[config.mk]
export PLATFORM = sky130hd
export DESIGN_NAME = alu_seq
export DESIGN_NICKNAME = d
export VERILOG_FILES = /design/src/rtl/alu_seq.sv
export SDC_FILE = /design/constraint.sdc
export NUM_CORES = 1
export LEC_CHECK = 0
export ABC_AREA = 1
export BUFFER_PORTS_ARGS = -buffer_cell sky130_fd_sc_hd__buf_2
export CAP_MARGIN = 5
export CELL_PAD_IN_SITES_DETAIL_PLACEMENT = 0
export CELL_PAD_IN_SITES_GLOBAL_PLACEMENT = 2
export CORE_UTILIZATION = 33
export DETAILED_ROUTE_END_ITERATION = 6
export GPL_TIMING_DRIVEN = 0
export PLACE_DENSITY = 0.88
export REMOVE_ABC_BUFFERS = 1
export SLEW_MARGIN = 0
export SYNTH_ARGS = -nofsm -noshare
export SYNTH_HDL_FRONTEND = slang
export SYNTH_SLANG_ARGS = --single-unit
[constraint.sdc]
create_clock -name clk -period 3.57 [get_ports clk]
set_input_delay 0.8925 -clock clk [delete_from_list [all_inputs] [get_ports clk]]
set_output_delay 0.8925 -clock clk [all_outputs]
set_load 0.05 [all_outputs]
[src/rtl/alu_seq.sv]
// alu_seq: command sequencer that drives an external 8-bit combinational ALU.
// Commands read operands from a small register file, the ALU result is
// written back to the destination register and returned on a response
// channel. Each command walks IDLE -> EXEC -> RESP -> IDLE.
// Optional build macro ALU_SEQ_CHECK_EN adds a reference model that raises
// the sticky chk_err_o flag when the ALU answer disagrees with it.
`timescale 1ns/1ps

module alu_seq #(
    parameter int NUM_REGS = 4,
    parameter int DATA_W   = 8,
    localparam int AW      = (NUM_REGS > 1) ? $clog2(NUM_REGS) : 1
) (
    input  logic              clk,
    input  logic              reset,
    input  logic              cmd_valid_i,
    output logic              cmd_ready_o,
    input  logic [2:0]        cmd_op_i,
    input  logic [AW-1:0]     cmd_rd_i,
    input  logic [AW-1:0]     cmd_rs1_i,
    input  logic [AW-1:0]     cmd_rs2_i,
    input  logic              cmd_use_imm_i,
    input  logic [DATA_W-1:0] cmd_imm_i,
    output logic [DATA_W-1:0] alu_a_o,
    output logic [DATA_W-1:0] alu_b_o,
    output logic [2:0]        alu_op_o,
    input  logic [DATA_W-1:0] alu_res_i,
    output logic              rsp_valid_o,
    input  logic              rsp_ready_i,
    output logic [DATA_W-1:0] rsp_data_o,
    output logic [AW-1:0]     rsp_rd_o,
    input  logic [AW-1:0]     dbg_addr_i,
    output logic [DATA_W-1:0] dbg_data_o,
    output logic              chk_err_o
);

    typedef enum logic [1:0] {
        IDLE = 2'd0,
        EXEC = 2'd1,
        RESP = 2'd2
    } state_t;

    state_t              r_state;
    state_t              w_nextState;
    logic [DATA_W-1:0]   r_regs [NUM_REGS];
    logic [DATA_W-1:0]   r_aluA;
    logic [DATA_W-1:0]   r_aluB;
    logic [2:0]          r_aluOp;
    logic [AW-1:0]       r_rd;
    logic                r_rspValid;
    logic [DATA_W-1:0]   r_rspData;
    logic [AW-1:0]       r_rspRd;
    logic                w_accept;

    assign cmd_ready_o = (r_state == IDLE);
    assign w_accept    = cmd_valid_i && (r_state == IDLE);
    assign alu_a_o     = r_aluA;
    assign alu_b_o     = r_aluB;
    assign alu_op_o    = r_aluOp;
    assign rsp_valid_o = r_rspValid;
    assign rsp_data_o  = r_rspData;
    assign rsp_rd_o    = r_rspRd;
    assign dbg_data_o  = r_regs[dbg_addr_i];

    // State register; reset abandons whatever command is in flight.
    always_ff @(posedge clk) begin
        if (reset) begin
            r_state <= IDLE;
        end else begin
            r_state <= w_nextState;
        end
    end

    // Next-state logic: EXEC always lasts one cycle, RESP waits for the consumer.
    always_comb begin
        w_nextState = r_state;
        case (r_state)
            IDLE:    if (cmd_valid_i) w_nextState = EXEC;
            EXEC:    w_nextState = RESP;
            RESP:    if (rsp_ready_i) w_nextState = IDLE;
            default: w_nextState = IDLE;
        endcase
    end

    // Datapath: latch operands at accept, write back and publish in EXEC, retire on handshake.
    always_ff @(posedge clk) begin
        if (reset) begin
            for (int i = 0; i < NUM_REGS; i++) begin
                r_regs[i] <= '0;
            end
            r_aluA     <= '0;
            r_aluB     <= '0;
            r_aluOp    <= '0;
            r_rd       <= '0;
            r_rspValid <= 1'b0;
            r_rspData  <= '0;
            r_rspRd    <= '0;
        end else begin
            if (w_accept) begin
                r_aluOp <= cmd_op_i;
                r_aluA  <= r_regs[cmd_rs1_i];
                r_aluB  <= cmd_use_imm_i ? cmd_imm_i : r_regs[cmd_rs2_i];
                r_rd    <= cmd_rd_i;
            end
            if (r_state == EXEC) begin
                r_regs[r_rd] <= alu_res_i;
                r_rspData    <= alu_res_i;
                r_rspRd      <= r_rd;
                r_rspValid   <= 1'b1;
            end
            if ((r_state == RESP) && rsp_ready_i) begin
                r_rspValid <= 1'b0;
            end
        end
    end

`ifdef ALU_SEQ_CHECK_EN
    localparam logic [2:0] OP_ADD = 3'b000;
    localparam logic [2:0] OP_SUB = 3'b001;
    localparam logic [2:0] OP_SLL = 3'b010;
    localparam logic [2:0] OP_LSR = 3'b011;
    localparam logic [2:0] OP_AND = 3'b100;
    localparam logic [2:0] OP_OR  = 3'b101;
    localparam logic [2:0] OP_XOR = 3'b110;
    localparam logic [2:0] OP_EQL = 3'b111;

    logic [DATA_W-1:0] w_expRes;
    logic              r_chkErr;

    // Reference ALU evaluated on the operands currently presented to the external ALU.
    always_comb begin
        w_expRes = '0;
        case (r_aluOp)
            OP_ADD:  w_expRes = r_aluA + r_aluB;
            OP_SUB:  w_expRes = r_aluA - r_aluB;
            OP_SLL:  w_expRes = r_aluA << r_aluB[2:0];
            OP_LSR:  w_expRes = r_aluA >> r_aluB[2:0];
            OP_AND:  w_expRes = r_aluA & r_aluB;
            OP_OR:   w_expRes = r_aluA | r_aluB;
            OP_XOR:  w_expRes = r_aluA ^ r_aluB;
            OP_EQL:  w_expRes = {{(DATA_W-1){1'b0}}, (r_aluA == r_aluB)};
            default: w_expRes = '0;
        endcase
    end

    // Sticky mismatch flag, sampled only while the ALU result is meaningful.
    always_ff @(posedge clk) begin
        if (reset) begin
            r_chkErr <= 1'b0;
        end else if ((r_state == EXEC) && (alu_res_i != w_expRes)) begin
            r_chkErr <= 1'b1;
        end
    end

    assign chk_err_o = r_chkErr;
`else
    assign chk_err_o = 1'b0;
`endif

endmodule
==> results.ini <==
[sta]
slew_viol_final=0
min_period_ps=3130
clock_skew_ps=14.8
worst_pin_slew_ps=1160
tns_ps=0
fin_crit_sh=0.877
hold_viol=0
rsz0062_at_grt=false
max_slew_margin=0.218
setup-violations-final=0
fmax_mhz=319

[layout]
area_growth_pct=18.8
drive_above_1_share=0.195
fillCellCount=981
antenna_cells=0
final_cell_mix=nand2_1, buf_2, nor2_1, inv_1
stdcell_count=615
final_core_util=0.411
final_cell_area_um2=3870
final_common_cell=nand2_1
nNetsFinal=513

[global_routing]
grt_pass1_wl_mm=13.2
grt_max_degree=33
gr-usage-all-layers=0.168
grt_pass1_vias=2586
antenna_found_initial=0
grt_overflow_total=0

[clocking]
cts_sinks=66
cts_hold_buffers=0
cts_tree=yes
ctsResizeCount=0
cts_made_buffers=9
insertion_delay_ps=350
postCtsSetupBuffers=0
htree_num_levels=3
root_buffer=clkbuf_8
path_clk_slew_ps=80
clockBufferDepth=2

[floorplan]
initial_utilization=0.346
coreArea_um2=9420
ios=72
num_rows=35
chipWidth_um=101
dieArea_um2=10300
die_h_um=101

[critical_path]
crit_arrival_ps=2240
regToRegSetupSlack_ps=1570
worstPathMaxFanout=24
worstSetupStartpointType=input port
cp-end-kind=output pin
worstSetupPathType=in2out
reg2reg_depth=4
worstReg2RegEnd=r_regs[3][7]
cp.required_ps=2680
timing.rr.start=r_state[0]

[hold_path]
hp-start=rsp_data_o[0]
hold_depth=2
hold_path.class=reg2reg
whs_endpoint=rsp_data_o[0]

[job]
max_cap_violations=0

[routing]
drt_pass1_iterations=4
via_per_inst=4.59
ant_nets=0
drt_iter0_markers=75
wl_per_cell_um=13.3
num_vias=2824
drc=0
wirelength_mm=8.16

[synthesis]
yosysSeqAreaShare=0.505
syn_area_um2=3250
yosysWarnings=0
ys_seq_elements=66
synth_cell_types=26
syn_avg_cell_area_um2=7.71
synthCells=422

[place]
dp_hpwl_mm=6.01
io_buffers=70
placed_area_um2=3630
dp.cells=599
routabilityCongestion=0.790

[run_status]
status=finished, final reports clean

[power]
power_density_nw_per_um2=506
p_leak_nw=1.87
power_mw=1.96
peakVddDrop_v=0.000165

## cell families (layout without fill, tap and decap cells)
family | Yosys count | count (layout) | share of synthesized area
other | 1 | 1 | 0.00115
DFF | 66 | 66 | 0.505
buffers and inverters | 75 | 139 | 0.103
and+or+nand+nor | 202 | 202 | 0.263
AOI/OAI and AO/OA | 78 | 78 | 0.128
## worst max path at each step
stage / start / to / slack (ps) / cells past startpoint
detailed placement: dbg_addr_i[0] / dbg_data_o[6] / 450 / 6
finish: dbg_addr_i[0] / dbg_data_o[6] / 440 / 6
CTS: dbg_addr_i[0] / dbg_data_o[6] / 460 / 6
global route: dbg_addr_i[0] / dbg_data_o[5] / 330 / 6
floorplan: dbg_addr_i[0] / dbg_data_o[0] / 550 / 4
global placement: dbg_addr_i[0] / dbg_data_o[6] / 450 / 6
## routing by layer
layer,track usage,vias to the layer above,wire (µm)
met4,0.0736,0,123
li1,-,1483,-
met5,0,-,0
met2,0.263,62,3660
met1,0.234,1270,4080
met3,0.0221,9,294
## registers in the layout (all words and copies together), names as in the netlist
name / count
rsp_data_o: 8
alu_op_o: 3
rsp_valid_o: 1
r_rd: 2
alu_a_o: 8
r_state: 2
alu_b_o: 8
r_regs: 32
rsp_rd_o: 2
## cells in the mapped netlist (all sizes together)
| master | n | area [µm²] |
|---|---|---|
| nand2 | 93 | 357 |
| nor2 | 64 | 253 |
| inv | 52 | 200 |
| nand3 | 45 | 248 |
| a21oi | 42 | 210 |
| dfxtp | 34 | 681 |
| edfxtp | 32 | 961 |
| o21ai | 25 | 125 |
| buf | 18 | 115 |
| o211ai | 8 | 60.1 |
| clkbuf | 4 | 15.0 |
| o31ai | 2 | 15.0 |
| a31oi | 1 | 6.26 |
| clkinv | 1 | 3.75 |
| conb | 1 | 3.75 |
## power breakdown
| group | total (mW) | internal (mW) | switching (mW) | leakage (nW) |
|---|---|---|---|---|
| Combinational | 0.359 | 0.0882 | 0.271 | 1.14 |
| Clock | 0.724 | 0.412 | 0.312 | 0.118 |
| Sequential | 0.875 | 0.842 | 0.0326 | 0.611 |
## through the flow
step	hold WS [ps]	setup WS, ps
finish	473	440
global route	499	331
CTS	478	456
detailed placement	461	451
global placement	458	454
floorplan	473	553
## worst max-delay path, stage by stage
cell,delay (ps)
buf_2,200
inv_1,330
o21ai_0,260
a21oi_1,60
a21oi_1,200
buf_2,300
## final cells by class
class | count | area [µm²] | area share
Clock buffer | 12 | 178 | 0.0460
Clock inverter | 4 | 53.8 | 0.0139
Inverter | 53 | 204 | 0.0528
Multi-Input combinational cell | 281 | 1280 | 0.330
Sequential cell | 66 | 1640 | 0.425
Tap cell | 129 | 161 | 0.0417
Timing Repair Buffer | 70 | 350 | 0.0906
(Power assumes the default switching activity.)
